==> config.mk <==
export PLATFORM = sky130hd
export DESIGN_NAME = dmr_retry_ctrl
export DESIGN_NICKNAME = d
export VERILOG_FILES = /design/src/rtl/dmr_retry_ctrl.sv
export SDC_FILE = /design/constraint.sdc
export NUM_CORES = 1
export LEC_CHECK = 0
export ABC_CLOCK_PERIOD_IN_PS = 4260
export CORE_MARGIN = 2
export CORE_UTILIZATION = 43
export DETAILED_ROUTE_END_ITERATION = 12
export PLACE_DENSITY = 0.74
export SYNTH_ARGS = -nofsm -noshare
export SYNTH_HDL_FRONTEND = slang
export SYNTH_SLANG_ARGS = --single-unit
export TNS_END_PERCENT = 50
==> constraint.sdc <==
create_clock -name clk_i -period 4.26 [get_ports clk_i]
set_input_delay 1.278 -clock clk_i [delete_from_list [all_inputs] [get_ports clk_i]]
set_output_delay 1.278 -clock clk_i [all_outputs]
set_load 0.01 [all_outputs]
==> src/rtl/dmr_retry_ctrl.sv <==
`default_nettype none
// ============================================================================
// Module      : dmr_retry_ctrl
// Description : Retry/escalation controller for a dual-modular-redundant
//               stream join. Drives the join's repeat input for a fixed
//               back-off window after each mismatch and counts mismatches.
//               It escalates to a sticky fault once MaxRetries consecutive
//               mismatches occur with no successful transfer in between.
// Ports       : clk_i          - clock, rising edge
//               rst_ni         - asynchronous active-low reset
//               error_i        - mismatch flag from the join comparator
//               handshake_i    - join output handshake completed this cycle
//               clear_i        - synchronous clear of fault and counters
//               repeat_o       - repeat request to the join (registered)
//               retry_active_o - high while backing off
//               fault_o        - sticky fault flag
//               retry_cnt_o    - consecutive-mismatch count
//               err_count_o    - total mismatches, saturating
// Revision    : 1.0 - initial release
// ============================================================================
module dmr_retry_ctrl #(
   parameter int MaxRetries    = 3,
   parameter int BackoffCycles = 2,
   parameter int CntWidth      = 16
) (
   input  logic                              clk_i,
   input  logic                              rst_ni,
   input  logic                              error_i,
   input  logic                              handshake_i,
   input  logic                              clear_i,
   output logic                              repeat_o,
   output logic                              retry_active_o,
   output logic                              fault_o,
   output logic [$clog2(MaxRetries+1)-1:0]   retry_cnt_o,
   output logic [CntWidth-1:0]               err_count_o
);

   localparam int RW = $clog2(MaxRetries + 1);
   // The back-off counter only has to hold BackoffCycles-1.
   localparam int BW = (BackoffCycles > 1) ? $clog2(BackoffCycles) : 1;

   localparam logic [RW-1:0] c_max_retries = RW'(MaxRetries);
   localparam logic [BW-1:0] c_backoff_ld  = BW'(BackoffCycles - 1);

   localparam logic [1:0] ST_RUN     = 2'd0;
   localparam logic [1:0] ST_BACKOFF = 2'd1;
   localparam logic [1:0] ST_FAULT   = 2'd2;

   logic [1:0]          r_state;
   logic [BW-1:0]       r_backoff;
   logic [RW-1:0]       r_retry_cnt;
   logic [CntWidth-1:0] r_err_count;
   logic                r_repeat;
   logic                r_retry_active;
   logic                r_fault;

   logic [RW-1:0]       w_retry_inc;
   logic                w_err_sat;

   // In Run the count never exceeds MaxRetries-1, so the increment cannot wrap.
   assign w_retry_inc = r_retry_cnt + 1'b1;
   assign w_err_sat   = &r_err_count;

   // Output flags are registered alongside the state so every output is a
   // flop with no path back to the inputs.
   always_ff @(posedge clk_i or negedge rst_ni) begin
      if (!rst_ni) begin
         r_state        <= ST_RUN;
         r_backoff      <= '0;
         r_retry_cnt    <= '0;
         r_err_count    <= '0;
         r_repeat       <= 1'b0;
         r_retry_active <= 1'b0;
         r_fault        <= 1'b0;
      end else if (clear_i) begin
         r_state        <= ST_RUN;
         r_backoff      <= '0;
         r_retry_cnt    <= '0;
         r_err_count    <= '0;
         r_repeat       <= 1'b0;
         r_retry_active <= 1'b0;
         r_fault        <= 1'b0;
      end else begin
         case (r_state)
            ST_RUN: begin
               if (error_i) begin
                  // Error wins over a same-cycle handshake.
                  if (!w_err_sat) begin
                     r_err_count <= r_err_count + 1'b1;
                  end
                  r_retry_cnt <= w_retry_inc;
                  r_repeat    <= 1'b1;
                  if (w_retry_inc == c_max_retries) begin
                     r_state <= ST_FAULT;
                     r_fault <= 1'b1;
                  end else begin
                     r_state        <= ST_BACKOFF;
                     r_backoff      <= c_backoff_ld;
                     r_retry_active <= 1'b1;
                  end
               end else if (handshake_i) begin
                  r_retry_cnt <= '0;
               end
            end
            ST_BACKOFF: begin
               if (r_backoff == '0) begin
                  r_state        <= ST_RUN;
                  r_repeat       <= 1'b0;
                  r_retry_active <= 1'b0;
               end else begin
                  r_backoff <= r_backoff - 1'b1;
               end
            end
            ST_FAULT: begin
               // Sticky until clear_i.
               r_state <= ST_FAULT;
            end
            default: begin
               r_state        <= ST_RUN;
               r_repeat       <= 1'b0;
               r_retry_active <= 1'b0;
               r_fault        <= 1'b0;
            end
         endcase
      end
   end

   assign repeat_o       = r_repeat;
   assign retry_active_o = r_retry_active;
   assign fault_o        = r_fault;
   assign retry_cnt_o    = r_retry_cnt;
   assign err_count_o    = r_err_count;

endmodule
`default_nettype wire
==> run metrics, run 1 <==
clock latency on the worst-skew pair 0.33 ns; Hold/Removal Path Class reg2reg; vias per cell 5.498; Setup WS post-layout around 1.5 ns; Syn Area/Cell 9.296 sq um; layout cells sized above 1 0.09392; Critical Path Max Stage Delay 0.39 ns; CP bufs+invs 2; Post-Route Skew 0.003722 ns; data arrival time of the critical path 2.99 ns; drt total wl 3060 um; Final Util 0.5413; Compound-Gate Fraction of Synth Area 0.1277; critical path fanouts, max 32; syn nets 166; largest net degree at the start of global routing 33; Adder-Cell Fraction of Synth Area 0.04314; Post-CTS Hold Buffers 0; Filler cells approximately 300; Longest Clk Path Bufs 2; WP data required roughly 4.5 ns; Achievable Freq between 300 and 400 MHz; Initial DRT Pass Iterations 4; Worst-path clk slew 0.13 ns; top cells by count, synth 24 x dfrtp_1, 13 x nand2_1, 11 x nor2_1, 11 x o21ai_0, 8 x inv_1; register bit count reported by yosys 24; EDFF count, synth 0; Worst path slowest cell clkdlybuf4s50_1; Die W 62.07 um; # diodes 0; post-synthesis sequential area ratio 0.4142; most common cell in the netlist dfrtp_1; DRC Markers 0; M1 WL 1392 um; Pleak 0.0007161 uW; DRT antenna net count 0; crit end category flip-flop; number of setup buffers added after CTS 0; TritonCTS clock tree done; Vias about 1200; nets between 150 and 200; synthesized area around 1500 sq um; count of pins over their slew limit 0; Clock Root Buffer clkbuf_4; RSZ-0062 raised after global routing no; DIE AREA 3853 sq um; Unique masters post-synth 40; initial antenna violation count 0; slew at the pin closest to its max-slew limit 1.106 ns; WS Path Type in2reg; routed len/inst 13.48 um; total gr overflow 0; VDD IR-drop max 137.2 uV; pwr dens 309.6 nW/um^2; Port Buffers 25; Synth warnings 0; highest metal used met4; Post-Synth Simple-Gate Area 0.2752; H-tree Lvls 1; post-CTS sizing 0; Worst Hold Slack around 0.53 ns; Synth area leaders dfrtp_1 41%, ha_1 4.3%, o21ai_0 3.8%; Design Power about 550 uW; status finished, final reports clean; CP top delay family simple AND/OR/NAND/NOR gates; Initial Util 0.4415; largest family of logic cells by synthesized area simple AND/OR/NAND/NOR gates; XOR/XNOR Fraction of Synth Area 0.06040; ys flop type dfrtp_1; gpl congestion 0.8328; Placeable Area 3284 sq um; Setup TNS 0 ns; WL met3 107 um; first-pass GRT wire length 5002 um; critical path launch point type input pin; Setup-failing EPs final 0; Area Growth Syn to Fin 22.61%; vias in the first global route approximately 1100; Max Cap Viol 0; Tmin final 2.763 ns; Cells after Synth 156; I/O Pins 26; DP HPWL 2215 um; Rel. slew slack 0.2604; GR Util All Layers 0.1754; CTS sink cnt 24; post-synthesis mux area share 0.04228; Place WS 1.131 ns; Hold Violations, Final 0; cells along the critical path clkdlybuf4s50_1, buf_4, nand4b_2, nor3_4, nor4_2, or3b_1; cts bufs inserted 3; Die Y 62.07 um; crit share post-route 0.6486; largest area contributor in the netlist dfrtp_1; Synth top area share 0.4142; Async S/R FF share, synth 1.000; Initial DRC Count 62; FP Rows 21; routed length on met2 1488 um
[path summary, 6_finish.rpt]
kind / from / to / slack, ns / depth (start not counted)
max in group asynchronous: rst_ni / fault_o$_DFFE_PN0P_ / 2.08 / 1
min in group asynchronous: rst_ni / err_count_o[14]$_DFFE_PN0P_ / 1.52 / 1
setup reg to reg: r_state[0]$_DFFE_PN0P_ / err_count_o[11]$_DFFE_PN0P_ / 2.26 / 6
setup / recovery: clear_i / err_count_o[1]$_DFFE_PN0P_ / 1.50 / 6
hold reg to reg: repeat_o$_DFFE_PN0P_ / repeat_o$_DFFE_PN0P_ / 0.53 / 1
hold / removal: repeat_o$_DFFE_PN0P_ / repeat_o$_DFFE_PN0P_ / 0.53 / 1
[kinds of logic after synthesis]
group / count (synthesis)
AOI/OAI and AO/OA: 30
DFF: 24
buffers and inverters: 13
and+or+nand+nor: 68
adders and majority gates: 5
muxes: 6
xor gates and xnor gates: 10
[registers in the layout, summed over array words and instances, names as in the netlist]
| signal | flops |
|---|---|
| err_count_o | 16 |
| fault_o | 1 |
| r_backoff | 1 |
| r_state | 2 |
| repeat_o | 1 |
| retry_active_o | 1 |
| retry_cnt_o | 2 |
[cells in the final DEF (no fill, tap or decap), types with 3 or more instances in the layout]
master / count
clkdlybuf4s50_1: 25
dfrtp_1: 24
nand2_1: 13
nor2_1: 11
o21ai_0: 11
inv_1: 8
nand3_1: 7
nor2b_1: 6
xnor2_1: 6
a21oi_1: 6
nand4_1: 5
nor3_1: 5
nor4_1: 5
mux2i_1: 5
ha_1: 5
xor2_1: 4
clkbuf_4: 3
[through the flow]
stage | std cells | cell area, sq um
after global routing | 227 | 1778
after global placement | 223 | 1742
after detailed placement | 223 | 1742
after CTS | 227 | 1778
after floorplan | 156 | 1450
final | 227 | 1778
[power by group]
part           switching [uW]  internal (uW)  total (uW)
Sequential               23.0            250         273
Clock                    73.5           52.5         126
Combinational            80.8           71.0         152
[metal layers]
metal	vias up	GRT usage
li1	609	-
met1	606	0.2370
met2	26	0.2723
met3	7	0.02277
met4	0	0.09422
met5	-	0
[area by class of cell]
class | instances | area [sq um] | area share
well taps | 46 | 57.56 | 0.03237
clock buffers | 4 | 36.28 | 0.02041
inverters | 8 | 30.03 | 0.01689
multi-input cells | 119 | 795.8 | 0.4476
repair buffers | 26 | 257.7 | 0.1450
flip-flops and latches | 24 | 600.6 | 0.3378
(Power assumes the default switching activity.)
==> inputs of run 2 (changes only) <==
--- a/config.mk
+++ b/config.mk
@@ -5,11 +5,11 @@
 export SDC_FILE = /design/constraint.sdc
 export NUM_CORES = 1
 export LEC_CHECK = 0
-export ABC_CLOCK_PERIOD_IN_PS = 4260
+export ABC_CLOCK_PERIOD_IN_PS = 2350
 export CORE_MARGIN = 2
 export CORE_UTILIZATION = 43
 export DETAILED_ROUTE_END_ITERATION = 12
-export PLACE_DENSITY = 0.74
+export PLACE_DENSITY = 0.77
 export SYNTH_ARGS = -nofsm -noshare
 export SYNTH_HDL_FRONTEND = slang
 export SYNTH_SLANG_ARGS = --single-unit
==> constraint.sdc (replaced) <==
create_clock -name clk_i -period 2.35 [get_ports clk_i]
set_input_delay 0.705 -clock clk_i [delete_from_list [all_inputs] [get_ports clk_i]]
set_output_delay 0.705 -clock clk_i [all_outputs]
set_load 0.01 [all_outputs]
==> run metrics, run 2 (synthesized netlist as in run 1, its figures left out) <==
status finished, final reports clean; routed len/inst 14.03 um (+4.1%); DP HPWL 2366 um (+6.8%); crit share post-route 0.9051; initial antenna violation count 0 (unchanged); count of pins over their slew limit 0 (unchanged); gpl congestion 0.8221 (-1.3%); most frequent cells in the layout 25 x clkdlybuf4s50_1, 24 x dfrtp_1, 13 x nand2_1; layout cells sized above 1 0.1183 (+0.02436); H-tree Lvls 1 (unchanged); max FFs per register 16 (unchanged); Max Cap Viol 0 (unchanged); most common cell after layout, fill and taps aside clkdlybuf4s50_1; DRT antenna net count 0 (unchanged); Tmin final 2.127 ns; pwr dens 549.3 nW/um^2 (+77%); CTS sink cnt 24 (unchanged); DIE AREA 3853 sq um (unchanged); Place WS -0.03483 ns (-1.166 ns); CP top delay family buffers and inverters; Hold Violations, Final 0 (unchanged); post-CTS sizing 0 (unchanged); RR Startpoint r_state[0]$_DFFE_PN0P_; critical path fanouts, max 7 (-78%); Pleak 0.0007436 uW (+3.9%); FP Rows 21 (unchanged); Post-CTS Hold Buffers 0 (unchanged); I/O Pins 26 (unchanged); WP data required 1.64 ns (-2.85 ns); Post-Route Skew 0.01063 ns (+0.006908 ns); Final Util 0.5566 (+0.01524); drt total wl 3256 um (+6.4%); reg-to-reg setup timing slack 0.43 ns (-1.83 ns); VDD IR-drop max 202.5 uV (+48%); Vias 1275 (+2.2%); Die Y 62.07 um (unchanged); Die W 62.07 um (unchanged); Hold/Removal Path Class reg2reg; reg2reg end err_count_o[9]$_DFFE_PN0P_; total gr overflow 0 (unchanged); Worst-path clk slew 0.13 ns (about the same); critical path launch point type flip-flop; number of setup buffers added after CTS 0 (unchanged); Setup TNS 0 ns (unchanged); Achievable Freq approximately 470 MHz; # diodes 0 (unchanged); min-delay src retry_active_o$_DFFE_PN0P_; data arrival time of the critical path 1.42 ns (-1.57 ns); nets 197 (+2.6%); crit end category output port; Initial DRT Pass Iterations 4 (unchanged); Setup-failing EPs final 0 (unchanged); WHS Path Cells 1 (unchanged); Initial Util 0.4415 (unchanged); Area Growth Syn to Fin 26.06%; Filler cells 306 (+3.4%); first-pass GRT wire length 5630 um (+13%); WS Path Type reg2out; TritonCTS clock tree done; cells along the critical path clkdlybuf4s50_1; Port Buffers 25 (unchanged); Placeable Area 3284 sq um (unchanged); Longest Clk Path Bufs 2 (unchanged); vias per cell 5.496 (about the same); Hold Path Sink retry_active_o$_DFFE_PN0P_; clock latency on the worst-skew pair 0.31 ns (-0.02 ns); vias in the first global route 1285 (+15%); GR Util All Layers 0.1914 (+0.01601); Worst path slowest cell clkdlybuf4s50_1; cts bufs inserted 3 (unchanged); CP Launch Point err_count_o[3]$_DFFE_PN0P_; slew at the pin closest to its max-slew limit 0.3770 ns (-0.7289 ns); Clock Root Buffer clkbuf_4; CP bufs+invs 1 (-1); Rel. slew slack 0.7464 (+0.4859); Initial DRC Count 119 (+92%); Critical Path Max Stage Delay 0.59 ns (+0.20 ns); DRC Markers 0 (unchanged); RSZ-0062 raised after global routing no; Setup WS post-layout 0.2230 ns (-1.274 ns); largest net degree at the start of global routing 32 (-3.0%); r2r worst-path depth 6 (unchanged)
-- run 2: changes by cell type in the layout (fill, tap and decap cells not counted) --
cell	before	now
buf_4	1	5
buf_12	0	1
-- run 2: layer usage --
metal  GRT usage  wire length [um]  vias up
li1            -                 -      616
met1      0.2655              1526      633
met2      0.3155              1612       24
met3     0.01863                88        2
met4     0.05775                28        0
met5           0                 0        -
-- run 2: area by class of cell --
cell class              count  area (sq um)  share of cell area
clock buffers               4         36.28             0.01985
inverters                   8         30.03             0.01643
multi-input cells         119         795.8              0.4353
flip-flops and latches     24         600.6              0.3285
repair buffers             31         307.8              0.1684
well taps                  46         57.56             0.03149
-- run 2: worst max-delay path by stage --
stage / end / slack [ns] / cells after the start
6_report: err_count_o[3] / 0.22 / 1
5_1_grt: err_count_o[9]$_DFFE_PN0P_ / 0.14 / 5
4_1_cts: err_count_o[3] / 0.22 / 1
3_5_place_dp: err_count_o[9]$_DFFE_PN0P_ / -0.03 / 5
3_3_place_gp: err_count_o[9]$_DFFE_PN0P_ / 0.03 / 5
2_1_floorplan: err_count_o[1]$_DFFE_PN0P_ / 0.57 / 4
-- run 2: power breakdown --
part / total [uW] / leakage (uW) / switching (uW) / internal, uW
logic: 291 / 0.000395 / 152 / 139
registers: 497 / 0.000327 / 44.3 / 452
clock network: 216 / 0.0000210 / 122 / 94.6
-- run 2: metrics by stage --
stage	area [sq um]	total power [uW]	hold WS, ns	std cells
finish	1828	1004	0.5254	232
global route	1828	1062	0.5485	232
CTS	1828	1007	0.5335	232
detailed placement	1792	794.7	0.5044	228
global placement	1792	779.9	0.4888	228
floorplan	1450	667.8	0.4094	156
==> inputs of run 3 (changes only) <==
--- a/config.mk
+++ b/config.mk
@@ -5,11 +5,11 @@
 export SDC_FILE = /design/constraint.sdc
 export NUM_CORES = 1
 export LEC_CHECK = 0
-export ABC_CLOCK_PERIOD_IN_PS = 2350
+export ABC_CLOCK_PERIOD_IN_PS = 2000
 export CORE_MARGIN = 2
 export CORE_UTILIZATION = 43
 export DETAILED_ROUTE_END_ITERATION = 12
-export PLACE_DENSITY = 0.77
+export PLACE_DENSITY = 0.74
 export SYNTH_ARGS = -nofsm -noshare
 export SYNTH_HDL_FRONTEND = slang
 export SYNTH_SLANG_ARGS = --single-unit
==> constraint.sdc (replaced) <==
create_clock -name clk_i -period 2 [get_ports clk_i]
set_input_delay 0.6 -clock clk_i [delete_from_list [all_inputs] [get_ports clk_i]]
set_output_delay 0.6 -clock clk_i [all_outputs]
set_load 0.01 [all_outputs]
==> run metrics, run 3 (synthesized netlist as in run 1, its figures left out) <==
nets 202 (+2.5%); Layout Cells excl Fill 237 (+2.2%); crit end category output port; critical path launch point type flip-flop; max FFs per register 16 (unchanged); Rel. slew slack 0.7692 (+0.02285); Initial DRT Pass Iterations 4 (unchanged); Port Buffers 25 (unchanged); Setup-failing EPs final 0 (unchanged); I/O Pins 26 (unchanged); vias per cell 5.511 (+0.27%); Area Growth Syn to Fin 30.54%; initial antenna violation count 0 (unchanged); crit share post-route 0.9810; Longest Clk Path Bufs 2 (unchanged); Die Y 62.07 um (unchanged); cells along the critical path clkdlybuf4s50_1; Levels on crit path 1 (unchanged); Achievable Freq 509.7 MHz; DRT antenna net count 0 (unchanged); multi-input logic area 804.5 sq um (+1.1%); power share of the sequential group 0.446 (-0.049); Int Power 915.5 uW (+33%); first-pass GRT wire length 5664 um (+0.60%); Hold/Removal Path Class reg2reg; r2r worst-path depth 6 (unchanged); drt total wl 3436 um (+5.5%); vias in the first global route 1239 (-3.6%); clock latency on the worst-skew pair 0.33 ns (+0.02 ns); data arrival time of the critical path 1.36 ns (-0.06 ns); slew at the pin closest to its max-slew limit 0.3458 ns (-0.03117 ns); WHS Path Cells 1 (unchanged); Comb power frac 0.277 (-0.013); Critical Path Max Stage Delay 0.56 ns (-0.03 ns); layout cells sized above 1 0.1937 (+0.07544); Clk pwr share 0.277 (+0.062); Worst path slowest cell clkdlybuf4s50_1; Vias 1306 (+2.4%); Initial DRC Count 53 (-55%); WS Path Type reg2out; Post-Route Skew 0.004044 ns (-0.006586 ns); Max Cap Viol 0 (unchanged); Psw 397.0 uW (+25%); status finished, final reports clean; cts bufs inserted 3 (unchanged); TritonCTS clock tree done; Pleak 0.0007869 uW (+5.8%); DIE AREA 3853 sq um (unchanged); Clock Root Buffer clkbuf_4; WP data required 1.40 ns (-0.24 ns); VDD IR-drop max 341.7 uV (+69%); CP top delay family buffers and inverters; CP Launch Point err_count_o[0]$_DFFE_PN0P_; largest net degree at the start of global routing 25 (-22%); Tmin final 1.962 ns; CP bufs+invs 1 (unchanged); critical path fanouts, max 7 (unchanged); Die W 62.07 um (unchanged); most common cell after layout, fill and taps aside clkdlybuf4s50_1; CTS sink cnt 24 (unchanged); Filler cells 296 (-3.3%); pwr dens 693.3 nW/um^2 (+26%); total gr overflow 0 (unchanged); gpl congestion 0.7581 (-7.8%); FP Rows 21 (unchanged); routed len/inst 14.50 um (+3.3%); Sw Share 0.3025 (-0.01403); DP HPWL 2475 um (+4.6%); min-delay src retry_active_o$_DFFE_PN0P_; GR Util All Layers 0.1953 (+0.003873); number of setup buffers added after CTS 0 (unchanged); DRC Markers 0 (unchanged); most frequent cells in the layout 24 x clkdlybuf4s50_1, 14 x dfrtp_1, 13 x nand2_1; final instance area 1893 sq um (+3.6%); Post-CTS Hold Buffers 0 (unchanged); Cells after DPL 233 (+2.2%); RR Startpoint r_state[0]$_DFFE_PN0P_; Initial Util 0.4415 (unchanged); count of pins over their slew limit 0 (unchanged); H-tree Lvls 1 (unchanged); Placeable Area 3284 sq um (unchanged); placed cell areas 1817 sq um (+1.4%); Worst-path clk slew 0.14 ns (about the same); Hold Violations, Final 0 (unchanged); # diodes 0 (unchanged); Register Area 613.1 sq um (+2.1%); post-CTS sizing 5 (+5)
[run 3: per-stage QoR]
step	worst slack, ns	hold WS (ns)	util	total power, uW	setup TNS (ns)
6_report	0.03802	0.5294	0.5764	1313	0
3_5_place_dp	-0.2498	0.4982	0.5531	949.2	-2.237
4_1_cts	0.002559	0.5320	0.5710	1308	0
2_1_floorplan	0.2845	0.3044	-	784.7	0
5_1_grt	-0.004717	0.5441	0.5764	1385	-0.005390
3_3_place_gp	-0.1989	0.4930	0.5531	937.5	-1.701
[run 3: routing by layer]
metal	vias to the layer above	routed length, um	GRT usage
met4	0	63	0.07599
li1	627	-	-
met2	40	1735	0.3125
met1	633	1528	0.2740
met5	-	0	0
met3	6	109	0.01449
[run 3: area by class of cell]
class / instances / area share
timing repair buffer: 36 / 0.1771
sequential: 24 / 0.3239
inverter: 8 / 0.01586
multi-input combinational: 119 / 0.4250
clock inverter: 1 / 0.01586
clock buffer: 3 / 0.01190
tap: 46 / 0.03040
[run 3: power by group through the flow]
stage               sequential, uW  clock [uW]  combinational [uW]
floorplan                      596           0                 188
finish                         585         363                 364
detailed placement             589           0                 360
CTS                            582         362                 364
global placement               589           0                 349
global route                   593         384                 407
[run 3: worst paths after layout]
check,slack [ns],end
worst max register to register,0.24,err_count_o[9]$_DFFE_PN0P_
worst min-delay path,0.53,retry_active_o$_DFFE_PN0P_
worst max-delay path,0.04,err_count_o[0]
max in group asynchronous,1.13,err_count_o[1]$_DFFE_PN0P_
min in group asynchronous,0.60,err_count_o[10]$_DFFE_PN0P_
worst min register to register,0.53,retry_active_o$_DFFE_PN0P_
